--- config.mk ---
export PLATFORM = sky130hd
export DESIGN_NAME = alsu_cmd_driver
export DESIGN_NICKNAME = d
export VERILOG_FILES = /design/src/rtl/alsu_cmd_driver.sv
export SDC_FILE = /design/constraint.sdc
export NUM_CORES = 1
export LEC_CHECK = 0
export ABC_AREA = 1
export CAP_MARGIN = 5
export CORE_MARGIN = 3
export CORE_UTILIZATION = 61
export DETAILED_ROUTE_END_ITERATION = 16
export GPL_TIMING_DRIVEN = 1
export PLACE_DENSITY = 0.95
export REMOVE_ABC_BUFFERS = 1
export SLEW_MARGIN = 20
export SYNTH_ARGS = -nofsm -noshare
export SYNTH_HDL_FRONTEND = slang
export SYNTH_SLANG_ARGS = --single-unit
export TNS_END_PERCENT = 10
--- constraint.sdc ---
create_clock -name clk -period 6.14 [get_ports clk]
set_clock_uncertainty 0.1 [all_clocks]
set_input_delay 1.228 -clock clk [delete_from_list [all_inputs] [get_ports clk]]
set_output_delay 1.228 -clock clk [all_outputs]
set_load 0.02 [all_outputs]
--- src/rtl/alsu_cmd_driver.sv ---
// Queued command front end for the ALSU: drives its pins for repeat+1 cycles, captures the result and flags leds[0] activity.
// Optional build macro ALSU_DRV_STATS_EN adds stat_done/stat_err response counters.
module alsu_cmd_driver #(
    parameter int CMD_DEPTH = 4,
    parameter int RSP_DEPTH = 4
) (
    input  logic        clk,
    input  logic        rst,
    input  logic        cmd_valid,
    output logic        cmd_ready,
    input  logic [26:0] cmd_data,
    output logic        rsp_valid,
    input  logic        rsp_ready,
    output logic [5:0]  rsp_data,
    output logic        rsp_err,
    output logic [2:0]  alsu_A,
    output logic [2:0]  alsu_B,
    output logic [2:0]  alsu_opcode,
    output logic        alsu_cin,
    output logic        alsu_serial_in,
    output logic        alsu_red_op_A,
    output logic        alsu_red_op_B,
    output logic        alsu_bypass_A,
    output logic        alsu_bypass_B,
    output logic        alsu_direction,
    input  logic [5:0]  alsu_out,
    input  logic [15:0] alsu_leds
`ifdef ALSU_DRV_STATS_EN
   ,output logic [15:0] stat_done,
    output logic [15:0] stat_err
`endif
);
    localparam int CAW = $clog2(CMD_DEPTH);
    localparam int RAW = $clog2(RSP_DEPTH);
    localparam int OW  = RAW + 2;

    typedef enum logic {IDLE, ISSUE} state_t;
    state_t state, state_nxt;

    logic [26:0]  cmd_mem [CMD_DEPTH];
    logic [CAW:0] cmd_wp, cmd_rp;
    logic [26:0]  cmd_head;
    logic         cmd_push, cmd_empty;
    logic [6:0]   rsp_mem [RSP_DEPTH];
    logic [RAW:0] rsp_wp, rsp_rp, rsp_count;
    logic         rsp_pop;
    logic [OW-1:0] outstanding;
    logic         start_ok, load, step, last, go_idle;
    logic [7:0]   ser_bits;
    logic         chain_r, cap_pend, cap_err, err_acc, leds_prev, led_tog, acc_en, push_err;
    logic [2:0]   cnt, idx, idx_nxt;
    logic         unused_leds;

    // cmd and rsp are valid/ready ports: a transfer happens on the rising edge where
    // both are high, and valid never waits on ready.
    assign cmd_empty = (cmd_wp == cmd_rp);
    assign cmd_ready = !((cmd_wp[CAW] != cmd_rp[CAW]) && (cmd_wp[CAW-1:0] == cmd_rp[CAW-1:0]));
    assign cmd_push  = cmd_valid && cmd_ready;
    assign cmd_head  = cmd_mem[cmd_rp[CAW-1:0]];

    assign rsp_count = rsp_wp - rsp_rp;
    assign rsp_valid = (rsp_count != '0);
    assign rsp_pop   = rsp_valid && rsp_ready;
    assign {rsp_data, rsp_err} = rsp_mem[rsp_rp[RAW-1:0]];

    // Credits cover the response FIFO plus the command in ISSUE and the one awaiting capture.
    assign outstanding = OW'(rsp_count) + OW'(state == ISSUE) + OW'(cap_pend);
    assign start_ok    = !cmd_empty && (outstanding < OW'(RSP_DEPTH));

    assign idx_nxt  = idx + 3'd1;
    assign led_tog  = (alsu_leds[0] != leds_prev);
    assign acc_en   = (state == ISSUE) && (idx != 3'd0);
    assign push_err = cap_err | led_tog;
    assign unused_leds = ^alsu_leds[15:1];

    always_comb begin
        state_nxt = state;
        load      = 1'b0;
        step      = 1'b0;
        last      = 1'b0;
        go_idle   = 1'b0;
        case (state)
            IDLE: begin
                if (start_ok) begin
                    load      = 1'b1;
                    state_nxt = ISSUE;
                end
            end
            ISSUE: begin
                if (cnt != 3'd0) begin
                    step = 1'b1;
                end else begin
                    last = 1'b1;
                    if (chain_r && start_ok) begin
                        load = 1'b1;
                    end else begin
                        go_idle   = 1'b1;
                        state_nxt = IDLE;
                    end
                end
            end
            default: state_nxt = IDLE;
        endcase
    end

    always_ff @(posedge clk or posedge rst) begin
        if (rst) state <= IDLE;
        else     state <= state_nxt;
    end

    always_ff @(posedge clk) begin
        if (cmd_push) cmd_mem[cmd_wp[CAW-1:0]] <= cmd_data;
        if (cap_pend) rsp_mem[rsp_wp[RAW-1:0]] <= {alsu_out, push_err};
    end

    always_ff @(posedge clk or posedge rst) begin
        if (rst) begin
            cmd_wp <= '0;
            cmd_rp <= '0;
            rsp_wp <= '0;
            rsp_rp <= '0;
        end else begin
            if (cmd_push) cmd_wp <= cmd_wp + (CAW+1)'(1);
            if (load)     cmd_rp <= cmd_rp + (CAW+1)'(1);
            if (cap_pend) rsp_wp <= rsp_wp + (RAW+1)'(1);
            if (rsp_pop)  rsp_rp <= rsp_rp + (RAW+1)'(1);
        end
    end

    // Idle drive is bypass_A with A=0: ALSU output settles to 0 and leds stay quiet.
    always_ff @(posedge clk or posedge rst) begin
        if (rst) begin
            {alsu_A, alsu_B, alsu_opcode} <= '0;
            {alsu_cin, alsu_serial_in, alsu_red_op_A, alsu_red_op_B} <= '0;
            {alsu_bypass_A, alsu_bypass_B, alsu_direction} <= 3'b100;
            ser_bits <= '0;
            chain_r  <= 1'b0;
            cnt      <= '0;
            idx      <= '0;
        end else if (load) begin
            alsu_A         <= cmd_head[2:0];
            alsu_B         <= cmd_head[5:3];
            alsu_opcode    <= cmd_head[8:6];
            alsu_cin       <= cmd_head[9];
            alsu_red_op_A  <= cmd_head[10];
            alsu_red_op_B  <= cmd_head[11];
            alsu_bypass_A  <= cmd_head[12];
            alsu_bypass_B  <= cmd_head[13];
            alsu_direction <= cmd_head[14];
            chain_r        <= cmd_head[15];
            cnt            <= cmd_head[18:16];
            ser_bits       <= cmd_head[26:19];
            alsu_serial_in <= cmd_head[19];
            idx            <= '0;
        end else if (step) begin
            cnt            <= cnt - 3'd1;
            idx            <= idx_nxt;
            alsu_serial_in <= ser_bits[idx_nxt];
        end else if (go_idle) begin
            {alsu_A, alsu_B, alsu_opcode} <= '0;
            {alsu_cin, alsu_serial_in, alsu_red_op_A, alsu_red_op_B} <= '0;
            {alsu_bypass_A, alsu_bypass_B, alsu_direction} <= 3'b100;
            chain_r <= 1'b0;
        end
    end

    // cap_err keeps the finished window's error so a chained load can clear err_acc at the same edge.
    always_ff @(posedge clk or posedge rst) begin
        if (rst) begin
            leds_prev <= 1'b0;
            cap_pend  <= 1'b0;
            cap_err   <= 1'b0;
            err_acc   <= 1'b0;
        end else begin
            leds_prev <= alsu_leds[0];
            cap_pend  <= last;
            if (last) cap_err <= err_acc | (acc_en && led_tog);
            if (load)                    err_acc <= 1'b0;
            else if (acc_en && led_tog)  err_acc <= 1'b1;
        end
    end

`ifdef ALSU_DRV_STATS_EN
    always_ff @(posedge clk or posedge rst) begin
        if (rst) begin
            stat_done <= '0;
            stat_err  <= '0;
        end else if (cap_pend) begin
            if (stat_done != 16'hFFFF)             stat_done <= stat_done + 16'd1;
            if (push_err && stat_err != 16'hFFFF)  stat_err  <= stat_err + 16'd1;
        end
    end
`endif

endmodule
==> PnR_summary.wiki, run 1 <==
{| class="wikitable"
! Metric !! Value
|-
| Number of design rule violations left after detail routing || 0
|-
| Final-report setup violation count || 0
|-
| Final hold violation count || 0
|-
| Worst path slowest cell || sky130_fd_sc_hd__dfrtp_1
|-
| Starting density of the core || 63.65%
|-
| Classification of the worst setup path || flop to primary output
|-
| Power density over the cells || 541.3 mW/mm²
|-
| Leading area contributor after synthesis || sky130_fd_sc_hd__edfxtp_1
|-
| Max stage delay on crit path || 0.81 ns
|-
| Register area share after synthesis || 71.21%
|-
| Basic-gate share of the synthesized area counting and, or, nand and nor cells || 10.28%
|-
| Share of the synthesized area in compound gates (AO/OA/AOI/OAI) || 10.45%
|-
| Peak supply drop || 0.3600 mV
|-
| Clock-pin slew reported for the worst setup and hold paths after clock tree synthesis || 0.06 ns
|-
| Run status || completed
|-
| Detailed placer's ending HPWL || 9.713 mm
|-
| Worst path bufs/invs || 3
|-
| Via count of the routed design || 4882
|-
| Row cnt || 39
|-
| Synthesized cell area || 0.007423 mm²
|-
| Dominant combinational cell family by area after synthesis || compound AO/OA/AOI/OAI gates
|-
| Crit path required time || 4.81 ns
|-
| Final hold slack || 0.3870 ns
|-
| Floorplan Core Area || 0.01166 mm²
|-
| Number of buffers inserted by hold repair at cts || 0
|-
| Average wire length per cell after detail routing || 19.58 µm
|-
| Largest cells by area after synthesis || sky130_fd_sc_hd__edfxtp_1 55%, sky130_fd_sc_hd__dfrtp_1 16%, sky130_fd_sc_hd__nand2_1 6.0%
|-
| Antenna cells || 0
|-
| Slew @ Worst Pin || 0.8915 ns
|-
| XOR/XNOR Fraction of Synth Area || 1.298%
|-
| Adder-cell share of the synthesized area || 2.966%
|-
| Clock H-tree levels || 4
|-
| Drt first pass iters || 5
|-
| Count of port buffers added during placement || 62
|-
| Number of clock buffers inserted by TritonCTS || 17
|-
| Syn. warnings || 0
|-
| Shortest period the worst path allows || 4.104 ns
|-
| Share of Yosys cell area claimed by the top area cell type || 55.01%
|-
| Die Area || 0.01353 mm²
|-
| Ys flop type || sky130_fd_sc_hd__edfxtp_1
|-
| Post-layout power || 4.734 mW
|-
| Mean area per synthesized cell || 12.58 µm²
|-
| Most frequent cells in the layout || 136 x sky130_fd_sc_hd__edfxtp_1, 119 x sky130_fd_sc_hd__nand2_1, 62 x sky130_fd_sc_hd__clkdlybuf4s50_1
|-
| Leakage power figure || 3.367 nW
|-
| Post CTS Setup Buffer Count || 0
|-
| Total grt overflow || 0
|-
| Antenna violations before repair || 0
|-
| Height of the die || 116.3 µm
|-
| Largest net degree at the start of global routing || 55
|-
| GRT Util Overall || 24.82%
|-
| Startpoint types || flop
|-
| Cell seen most often among critical-path stages || sky130_fd_sc_hd__nand2_1
|-
| Number of synthesized flops with an enable pin || 136
|-
| Final wirelength || 15.86 mm
|-
| Worst max-slew margin expressed relative to the limit || 40.57%
|-
| Number of distinct library cells after synthesis || 35
|-
| Number of DRC markers after the initial detailed-route iteration || 600
|-
| Critical path capture point type || primary output
|-
| Sinks on Clock Net || 184
|-
| Area Growth Syn to Fin || 17.80%
|-
| Post-synthesis cell count || 590
|-
| Total of cells resized after clock tree synthesis || 0
|-
| Final worst path period share || 66.84%
|-
| Global placer's final weighted congestion || 0.8433
|-
| #FFs+latches synth || 184
|-
| CTS Root Cell || sky130_fd_sc_hd__clkbuf_16
|-
| Worst path arrival time || 2.78 ns
|-
| Share of synthesized registers carrying an async set or reset || 26.09%
|-
| Net count reported at finish || 724
|-
| Setup repair after global routing missed its margin || false
|-
| Gate family responsible for the most delay along the worst path || buffers and inverters
|-
| Worst-path maximum fanout || 38
|-
| X dimension of the die || 116.3 µm
|-
| Share of layout cells above drive strength 1 || 8.096%
|-
| Share of synthesized area spent on multiplexers || 0%
|-
| Post-DR vias/cell || 6.027
|-
| Max-slew violation count || 0
|-
| Vias in the first global route || 5180
|-
| Most common cell after layout, fill and taps aside || sky130_fd_sc_hd__edfxtp_1
|-
| Setup Total Neg Slack || 0 ns
|-
| Crit path cell chain || buf_4 -> inv_2 -> nand2_1 -> nand2_1 -> nand4_1 -> clkdlybuf4s50_1
|-
| Antenna Violating Nets Remaining || 0
|-
| Tightest Hold Check Type || flop to flop
|-
| Maximum frequency from static timing analysis || 243.7 MHz
|-
| Number of top-level pins || 78
|-
| CTS max path bufs || 2
|-
| Latest clock arrival within the worst-skew pair || 0.43 ns
|-
| TritonCTS clock tree || done
|-
| Wire length of the first global-routing pass || 25.23 mm
|-
| Number of violations of the max-capacitance limit || 0
|}
[metrics by stage]
stage	area, µm²	instances	util (%)	setup slack [ns]
5_1_grt	8745	810	74.98	1.906
6_report	8745	810	74.98	2.036
2_1_floorplan	7302	567	-	2.054
3_3_place_gp	8157	778	69.94	2.640
4_1_cts	8743	810	74.97	2.035
3_5_place_dp	8157	778	69.94	2.519
[cells in the mapped netlist, types with 2 or more instances]
library cell,number
sky130_fd_sc_hd__xnor2_1,3
sky130_fd_sc_hd__buf_6,2
sky130_fd_sc_hd__o211ai_1,2
sky130_fd_sc_hd__dfrtp_1,47
sky130_fd_sc_hd__buf_2,4
sky130_fd_sc_hd__xor2_1,8
sky130_fd_sc_hd__nor2_1,47
sky130_fd_sc_hd__o22ai_1,17
sky130_fd_sc_hd__a21oi_1,22
sky130_fd_sc_hd__inv_2,2
sky130_fd_sc_hd__edfxtp_1,136
sky130_fd_sc_hd__nand3_1,7
sky130_fd_sc_hd__nand2_1,119
sky130_fd_sc_hd__nand2_2,2
sky130_fd_sc_hd__a32o_1,16
sky130_fd_sc_hd__inv_1,39
sky130_fd_sc_hd__ha_1,16
sky130_fd_sc_hd__nand4_1,4
sky130_fd_sc_hd__o21ai_1,18
sky130_fd_sc_hd__o21ai_0,50
sky130_fd_sc_hd__clkbuf_1,15
[tightest hold or removal path: stages, from the launching register on]
cell,delay (ns)
sky130_fd_sc_hd__dfrtp_1,0.34
sky130_fd_sc_hd__nand2_1,0.06
sky130_fd_sc_hd__nand2_1,0.06
[area by class of cell]
type	count	area (µm²)
fill	644	2918
clock inverter	14	157.7
tap	143	178.9
clock buffer	18	429.2
multi-input combinational	341	1866
sequential	184	5286
inverter	42	161.4
timing repair buffer	68	665.6
[kinds of logic (layout without fill, tap and decap cells)]
logic type | count (synthesis) | in the layout
compound gates | 129 | 129
buf+inv | 65 | 142
fa+ha+maj | 17 | 17
simple gates | 184 | 184
xor+xnor | 11 | 11
flops | 184 | 184
[state kept, by name, summed over array words and instances, names as in the netlist, 3 cells and up]
register / count
alsu_A: 3
alsu_B: 3
alsu_opcode: 3
cmd_mem: 108
cmd_rp: 3
cmd_wp: 3
cnt: 3
idx: 3
rsp_mem: 28
rsp_rp: 3
rsp_wp: 3
ser_bits: 8
[report_power, final]
group	switching [mW]	leakage, nW	internal, mW
sequential	0.206	1.84	1.69
combinational	1.13	1.24	0.630
clock	0.447	0.291	0.635
total	1.78	3.37	2.95
[worst paths after layout]
kind | start | to | slack (ns) | depth (start not counted)
min in group asynchronous | rst | alsu_red_op_A$_DFFE_PP0P_ | 1.17 | 2
setup / recovery | cmd_rp[0]$_DFFE_PP0P_ | cmd_ready | 2.04 | 6
hold / removal | ser_bits[7]$_DFFE_PP0P_ | ser_bits[7]$_DFFE_PP0P_ | 0.39 | 2
max in group asynchronous | rst | rsp_rp[2]$_DFFE_PP0P_ | 4.23 | 2
hold reg to reg | ser_bits[7]$_DFFE_PP0P_ | ser_bits[7]$_DFFE_PP0P_ | 0.39 | 2
setup reg to reg | cmd_rp[0]$_DFFE_PP0P_ | cmd_mem[1][5]$_DFFE_PP_ | 3.15 | 8
[per-layer routing]
| metal | up-vias | global-route usage (%) | wire length [µm] |
|---|---|---|---|
| met5 | - | 0 | 0 |
| met4 | 0 | 9.281 | 359 |
| met3 | 35 | 6.684 | 1190 |
| met2 | 250 | 43.33 | 8480 |
| met1 | 2393 | 29.62 | 5827 |
| li1 | 2204 | - | - |
Power figures use the tool's default switching activity.
==> run 2: changes to the inputs <==
--- a/config.mk
+++ b/config.mk
@@ -8,10 +8,10 @@
 export ABC_AREA = 1
 export CAP_MARGIN = 5
 export CORE_MARGIN = 3
-export CORE_UTILIZATION = 61
+export CORE_UTILIZATION = 56
 export DETAILED_ROUTE_END_ITERATION = 16
 export GPL_TIMING_DRIVEN = 1
-export PLACE_DENSITY = 0.95
+export PLACE_DENSITY = 0.89
 export REMOVE_ABC_BUFFERS = 1
 export SLEW_MARGIN = 20
 export SYNTH_ARGS = -nofsm -noshare
==> constraint.sdc (replaced) <==
create_clock -name clk -period 3.8 [get_ports clk]
set_clock_uncertainty 0.1 [all_clocks]
set_input_delay 0.76 -clock clk [delete_from_list [all_inputs] [get_ports clk]]
set_output_delay 0.76 -clock clk [all_outputs]
set_load 0.02 [all_outputs]
==> PnR_summary.wiki, run 2 (synthesis results as in run 1) <==
{| class="wikitable"
! Metric !! Value
|-
| Setup repair after global routing missed its margin || false
|-
| Worst R2R Setup Slack || 0.94 ns (-2.21 ns)
|-
| Leakage power figure || 3.359 nW (-0.24%)
|-
| Via count of the routed design || 4826 (-1.1%)
|-
| Worst-path maximum fanout || 17 (-55%)
|-
| Max-slew violation count || 0 (unchanged)
|-
| Number of top-level pins || 78 (unchanged)
|-
| Sinks on Clock Net || 184 (unchanged)
|-
| Row cnt || 41 (+5.1%)
|-
| Net count reported at finish || 726 (+0.28%)
|-
| Number of DRC markers after the initial detailed-route iteration || 349 (-42%)
|-
| Antenna Violating Nets Remaining || 0 (unchanged)
|-
| Peak supply drop || 0.4683 mV (+30%)
|-
| Height of the die || 121.1 µm (+4.1%)
|-
| Maximum frequency from static timing analysis || 287.6 MHz
|-
| Classification of the worst setup path || flop to primary output
|-
| Final hold violation count || 0 (unchanged)
|-
| Post CTS Setup Buffer Count || 0 (unchanged)
|-
| Critical path capture point type || primary output
|-
| TritonCTS clock tree || done
|-
| Detailed placer's ending HPWL || 9.177 mm (-5.5%)
|-
| Clock H-tree levels || 4 (unchanged)
|-
| Area Growth Syn to Fin || 18.34%
|-
| Count of port buffers added during placement || 62 (unchanged)
|-
| Slew @ Worst Pin || 0.9021 ns (+0.01066 ns)
|-
| Final wirelength || 15.43 mm (-2.7%)
|-
| Startpoint types || flop
|-
| Starting density of the core || 58.12% (-5.5 points)
|-
| Max FFs per register || 108 (unchanged)
|-
| Cells after DPL || 809 (+4.0%)
|-
| Endpoint of the worst register-to-register path || ser_bits[0]$_DFFE_PP0P_
|-
| Antenna violations before repair || 0 (unchanged)
|-
| Number of clock buffers inserted by TritonCTS || 17 (unchanged)
|-
| CP startpoint || rsp_rp[0]$_DFFE_PP0P_
|-
| CTS max path bufs || 2 (unchanged)
|-
| Final non-filler cell area || 0.008785 mm² (+0.46%)
|-
| Floorplan Core Area || 0.01277 mm² (+9.5%)
|-
| Latest clock arrival within the worst-skew pair || 0.43 ns (about the same)
|-
| Number of design rule violations left after detail routing || 0 (unchanged)
|-
| Global placer's final weighted congestion || 0.8268 (-2.0%)
|-
| Crit path required time || 2.94 ns (-1.87 ns)
|-
| Worst path arrival time || 2.62 ns (-0.16 ns)
|-
| Post-placement cell area || 0.008208 mm² (+0.63%)
|-
| Most frequent cells in the layout || 136 x sky130_fd_sc_hd__edfxtp_1, 119 x sky130_fd_sc_hd__nand2_1, 62 x sky130_fd_sc_hd__clkdlybuf4s50_1
|-
| Final worst path period share || 91.49%
|-
| Total grt overflow || 0 (unchanged)
|-
| Number of buffers inserted by hold repair at cts || 0 (unchanged)
|-
| Final-report setup violation count || 0 (unchanged)
|-
| Run status || completed
|-
| R2R Path Start || rsp_rp[0]$_DFFE_PP0P_
|-
| Average wire length per cell after detail routing || 18.35 µm (-6.3%)
|-
| Drt first pass iters || 4 (-1)
|-
| Power density over the cells || 864.6 mW/mm² (+60%)
|-
| Worst max-slew margin expressed relative to the limit || 39.79% (-0.78 points)
|-
| Shortest period the worst path allows || 3.477 ns
|-
| Post-DR vias/cell || 5.738 (-4.8%)
|-
| CTS Root Cell || sky130_fd_sc_hd__clkbuf_16
|-
| Vias in the first global route || 5089 (-1.8%)
|-
| Most common cell after layout, fill and taps aside || sky130_fd_sc_hd__edfxtp_1
|-
| Wire length of the first global-routing pass || 24.66 mm (-2.2%)
|-
| Clock-pin slew reported for the worst setup and hold paths after clock tree synthesis || 0.07 ns (about the same)
|-
| Number of standard cells in the final layout excluding fillers || 841 (+3.8%)
|-
| Antenna cells || 0 (unchanged)
|-
| Count of cells along the worst register-to-register path || 12 (+4)
|-
| Setup Total Neg Slack || 0 ns (unchanged)
|-
| Worst Setup EP || rsp_valid
|-
| Largest net degree at the start of global routing || 55 (unchanged)
|-
| Tightest Hold Check Type || flop to flop
|-
| X dimension of the die || 121.1 µm (+4.1%)
|-
| Share of layout cells above drive strength 1 || 8.072% (-0.024 points)
|-
| Die Area || 0.01467 mm² (+8.5%)
|-
| GRT Util Overall || 22.25% (-2.6 points)
|-
| Number of violations of the max-capacitance limit || 0 (unchanged)
|-
| Total of cells resized after clock tree synthesis || 0 (unchanged)
|}
run 2: cell count changes in the layout (fill, tap and decap cells not counted), sizes merged:
cell / previous run / this run
buf: 6 / 8
clkinvlp: 1 / 3
clkbuf: 18 / 22
bufinv: 3 / 2
clkinv: 11 / 3
inv: 41 / 44
run 2: how the worst min path moves through the flow:
stage	from	to	slack [ns]	cells after the start
global route	ser_bits[4]$_DFFE_PP0P_	ser_bits[4]$_DFFE_PP0P_	0.42	2
floorplan	ser_bits[1]$_DFFE_PP0P_	ser_bits[1]$_DFFE_PP0P_	0.34	2
CTS	alsu_A[2]$_DFFE_PP0P_	alsu_A[2]$_DFFE_PP0P_	0.39	2
finish	alsu_A[2]$_DFFE_PP0P_	alsu_A[2]$_DFFE_PP0P_	0.39	2
global placement	ser_bits[3]$_DFFE_PP0P_	ser_bits[3]$_DFFE_PP0P_	0.37	2
detailed placement	ser_bits[4]$_DFFE_PP0P_	ser_bits[4]$_DFFE_PP0P_	0.38	2
run 2: per-stage QoR:
| stage | total power, mW | worst slack, ns | utilization, % | hold WS [ns] |
|---|---|---|---|---|
| finish | 7.595 | 0.3232 | 68.77 | 0.3938 |
| CTS | 7.625 | 0.3037 | 68.76 | 0.3940 |
| global placement | 5.661 | 0.8334 | 64.26 | 0.3681 |
| detailed placement | 5.882 | 0.7720 | 64.26 | 0.3812 |
| floorplan | 4.817 | -0.2860 | - | 0.3437 |
| global route | 8.059 | 0.1776 | 68.77 | 0.4248 |
run 2: critical path, stage by stage (launching register included):
cell and delay [ns]:
sky130_fd_sc_hd__dfrtp_1 0.68, sky130_fd_sc_hd__ha_1 0.26, sky130_fd_sc_hd__fa_1 0.45, sky130_fd_sc_hd__nand4_1 0.16, sky130_fd_sc_hd__clkdlybuf4s50_1 0.63
run 2: layer usage:
| metal | share of wire (%) | vias to the layer above | global-route usage [%] |
|---|---|---|---|
| met3 | 6.7 | 29 | 5.361 |
| met1 | 39 | 2381 | 26.36 |
| met5 | 0 | - | 0 |
| met2 | 52 | 205 | 38.03 |
| li1 | - | 2211 | - |
| met4 | 2.2 | 0 | 11.20 |
run 2: area by class of cell:
| type | count | area [µm²] |
|---|---|---|
| clock inverter | 10 | 121.4 |
| sequential | 184 | 5286 |
| timing repair buffer | 70 | 680.7 |
| inverter | 42 | 161.4 |
| clock buffer | 22 | 454.2 |
| fill | 846 | 3989 |
| tap | 172 | 215.2 |
| multi-input combinational | 341 | 1866 |
run 2: power by group:
group	switching, mW	internal, mW	leakage [nW]
Combinational	1.82	1.03	1.25
Clock	0.738	0.992	0.273
Sequential	0.293	2.72	1.84
==> run 3: changes to the inputs <==
--- a/config.mk
+++ b/config.mk
@@ -7,11 +7,12 @@
 export LEC_CHECK = 0
 export ABC_AREA = 1
 export CAP_MARGIN = 5
+export CORE_ASPECT_RATIO = 0.8
 export CORE_MARGIN = 3
-export CORE_UTILIZATION = 56
+export CORE_UTILIZATION = 61
 export DETAILED_ROUTE_END_ITERATION = 16
 export GPL_TIMING_DRIVEN = 1
-export PLACE_DENSITY = 0.89
+export PLACE_DENSITY = 0.95
 export REMOVE_ABC_BUFFERS = 1
 export SLEW_MARGIN = 20
 export SYNTH_ARGS = -nofsm -noshare
==> constraint.sdc (replaced) <==
create_clock -name clk -period 4.5 [get_ports clk]
set_clock_uncertainty 0.1 [all_clocks]
set_input_delay 0.9 -clock clk [delete_from_list [all_inputs] [get_ports clk]]
set_output_delay 0.9 -clock clk [all_outputs]
set_load 0.02 [all_outputs]
==> PnR_summary.wiki, run 3 (synthesis results as in run 1) <==
{| class="wikitable"
! Metric !! Value
|-
| Post CTS Setup Buffer Count || 0 (unchanged)
|-
| Number of buffers inserted by hold repair at cts || 0 (unchanged)
|-
| Vias in the first global route || 5120 (+0.61%)
|-
| Number of DRC markers after the initial detailed-route iteration || 448 (+28%)
|-
| Share of layout cells above drive strength 1 || 8.234% (+0.16 points)
|-
| Setup repair after global routing missed its margin || false
|-
| Final hold violation count || 0 (unchanged)
|-
| Net count reported at finish || 725 (-0.14%)
|-
| TritonCTS clock tree || done
|-
| Post-DR vias/cell || 5.951 (+3.7%)
|-
| Most common cell after layout, fill and taps aside || sky130_fd_sc_hd__edfxtp_1
|-
| Critical path capture point type || primary output
|-
| Sinks on Clock Net || 184 (unchanged)
|-
| GRT Util Overall || 24.39% (+2.1 points)
|-
| Number of clock buffers inserted by TritonCTS || 17 (unchanged)
|-
| CTS max path bufs || 2 (unchanged)
|-
| Drt first pass iters || 5 (+1)
|-
| Antenna Violating Nets Remaining || 0 (unchanged)
|-
| Final wirelength || 15.93 mm (+3.2%)
|-
| Area Growth Syn to Fin || 17.75%
|-
| Final worst path period share || 80.86%
|-
| Total grt overflow || 0 (unchanged)
|-
| Max stage delay on crit path || 0.60 ns (-0.08 ns)
|-
| Antenna violations before repair || 0 (unchanged)
|-
| Leakage power figure || 3.355 nW (-0.13%)
|-
| Clock-pin slew reported for the worst setup and hold paths after clock tree synthesis || 0.07 ns (about the same)
|-
| Largest net degree at the start of global routing || 55 (unchanged)
|-
| Number of top-level pins || 78 (unchanged)
|-
| Startpoint types || flop
|-
| Global placer's final weighted congestion || 0.8414 (+1.8%)
|-
| Clock Power Share || 22.5% (-0.3 points)
|-
| Max-slew violation count || 0 (unchanged)
|-
| Worst-path maximum fanout || 43 (+26)
|-
| Number of standard cells in the final layout excluding fillers || 816 (-3.0%)
|-
| Total of cells resized after clock tree synthesis || 0 (unchanged)
|-
| Average wire length per cell after detail routing || 19.52 µm (+6.4%)
|-
| Crit path cell chain || buf_4 -> inv_2 -> nand2_1 -> nand2_1 -> nand4_1 -> clkdlybuf4s50_1
|-
| Power density over the cells || 733.3 mW/mm² (-15%)
|-
| Slew @ Worst Pin || 0.9282 ns (+0.02602 ns)
|-
| Internal cell power || 3.939 mW (-17%)
|-
| Shortest period the worst path allows || 3.639 ns
|-
| Classification of the worst setup path || flop to primary output
|-
| Setup Total Neg Slack || 0 ns (unchanged)
|-
| Maximum frequency from static timing analysis || 274.8 MHz
|-
| Starting density of the core || 63.49% (+5.4 points)
|-
| Cells after DPL || 784 (-3.1%)
|-
| Fraction of power consumed by sequential logic || 40.0% (+0.3 points)
|-
| X dimension of the die || 129.3 µm (+6.8%)
|-
| Number of violations of the max-capacitance limit || 0 (unchanged)
|-
| Height of the die || 104.7 µm (-14%)
|-
| Run status || completed
|-
| CTS Root Cell || sky130_fd_sc_hd__clkbuf_16
|-
| Final-layout fill cell count || 675 (-20%)
|-
| Max FFs per register || 108 (unchanged)
|-
| Worst max-slew margin expressed relative to the limit || 38.12% (-1.7 points)
|-
| Antenna cells || 0 (unchanged)
|-
| Via count of the routed design || 4856 (+0.62%)
|-
| Count of port buffers added during placement || 62 (unchanged)
|-
| Latest clock arrival within the worst-skew pair || 0.43 ns (about the same)
|-
| Die Area || 0.01354 mm² (-7.7%)
|-
| Worst path slowest cell || sky130_fd_sc_hd__clkdlybuf4s50_1
|-
| Wire length of the first global-routing pass || 25.32 mm (+2.7%)
|-
| Clock H-tree levels || 4 (unchanged)
|-
| Final-report setup violation count || 0 (unchanged)
|-
| Crit path required time || 3.50 ns (+0.56 ns)
|-
| Row cnt || 35 (-15%)
|-
| Switching fraction of total power || 38.55% (+1.0 points)
|-
| Peak supply drop || 0.5045 mV (+7.7%)
|-
| Switching component of the power || 2.471 mW (-13%)
|-
| Number of design rule violations left after detail routing || 0 (unchanged)
|-
| Cell seen most often among critical-path stages || sky130_fd_sc_hd__nand2_1
|-
| Combinational share of power || 37.5% (about the same)
|-
| Worst path arrival time || 2.64 ns (+0.02 ns)
|-
| Detailed placer's ending HPWL || 9.580 mm (+4.4%)
|-
| Floorplan Core Area || 0.01169 mm² (-8.5%)
|-
| Most frequent cells in the layout || 136 x sky130_fd_sc_hd__edfxtp_1, 119 x sky130_fd_sc_hd__nand2_1, 62 x sky130_fd_sc_hd__clkdlybuf4s50_1
|-
| Tightest Hold Check Type || flop to flop
|}
run 3: changes by cell type in the layout (fill, tap and decap cells not counted):
| cell | delta |
|---|---|
| sky130_fd_sc_hd__clkbuf_8 | -1 |
| sky130_fd_sc_hd__clkinv_1 | +1 |
| sky130_fd_sc_hd__clkinvlp_4 | -1 |
| sky130_fd_sc_hd__inv_6 | +4 |
| sky130_fd_sc_hd__bufinv_16 | -1 |
| sky130_fd_sc_hd__clkinv_8 | +1 |
| sky130_fd_sc_hd__buf_4 | -1 |
| sky130_fd_sc_hd__clkinv_4 | +2 |
| sky130_fd_sc_hd__clkbuf_1 | -3 |
| sky130_fd_sc_hd__clkinv_2 | -1 |
| sky130_fd_sc_hd__inv_8 | -1 |
run 3: area by class of cell:
cell class	count	area, µm²	area share [%]
inverters	42	161.4	1.847
well taps	148	185.2	2.119
flip-flops and latches	184	5286	60.48
clock buffers	18	429.2	4.910
repair buffers	69	673.1	7.701
multi-input cells	341	1866	21.34
clock inverters	14	140.1	1.603
run 3: power groups by stage:
stage | Combinational [mW] | Clock (mW) | Sequential [mW]
finish | 2.40 | 1.44 | 2.56
global route | 2.64 | 1.52 | 2.60
CTS | 2.41 | 1.45 | 2.56
detailed placement | 2.37 | 0 | 2.58
global placement | 2.21 | 0 | 2.54
floorplan | 1.43 | 0 | 2.64
run 3: critical path: cells and delay by family, from the launching register on:
family | cells | cell delay [ns]
and+or+nand+nor | 3 | 0.42
buffers and inverters | 3 | 1.39
DFF | 1 | 0.39
run 3: per-layer routing:
| layer | vias up | part of all wire [%] | GRT usage [%] |
|---|---|---|---|
| met1 | 2399 | 38 | 29.80 |
| met5 | - | 0 | 0 |
| li1 | 2215 | - | - |
| met3 | 28 | 7.0 | 5.979 |
| met2 | 214 | 53 | 41.90 |
| met4 | 0 | 1.8 | 9.145 |
run 3: path summary, 6_finish.rpt:
check                      slack, ns                       to               startpoint  cells after the start
max                             0.86                cmd_ready    cmd_rp[1]$_DFFE_PP0P_                      6
min                             0.39  ser_bits[1]$_DFFE_PP0P_  ser_bits[1]$_DFFE_PP0P_                      2
max reg2reg                     1.68  ser_bits[5]$_DFFE_PP0P_    rsp_rp[0]$_DFFE_PP0P_                     12
min reg2reg                     0.39  ser_bits[1]$_DFFE_PP0P_  ser_bits[1]$_DFFE_PP0P_                      2
max in group asynchronous       2.88    cmd_wp[0]$_DFFE_PP0P_                      rst                      2
min in group asynchronous       0.86    alsu_A[0]$_DFFE_PP0P_                      rst                      2
run 3: per-stage QoR:
step                hold WS, ns  setup WS (ns)  power [mW]  cell area (µm²)  util, %
CTS                      0.3825         0.8874       6.412             8740    74.75
floorplan                0.3437         0.4140       4.067             7302        -
finish                   0.3866         0.8614       6.410             8741    74.76
global placement         0.3664          1.426       4.752             8170    69.88
detailed placement       0.3674          1.385       4.944             8170    69.88
global route             0.4162         0.7660       6.764             8741    74.76
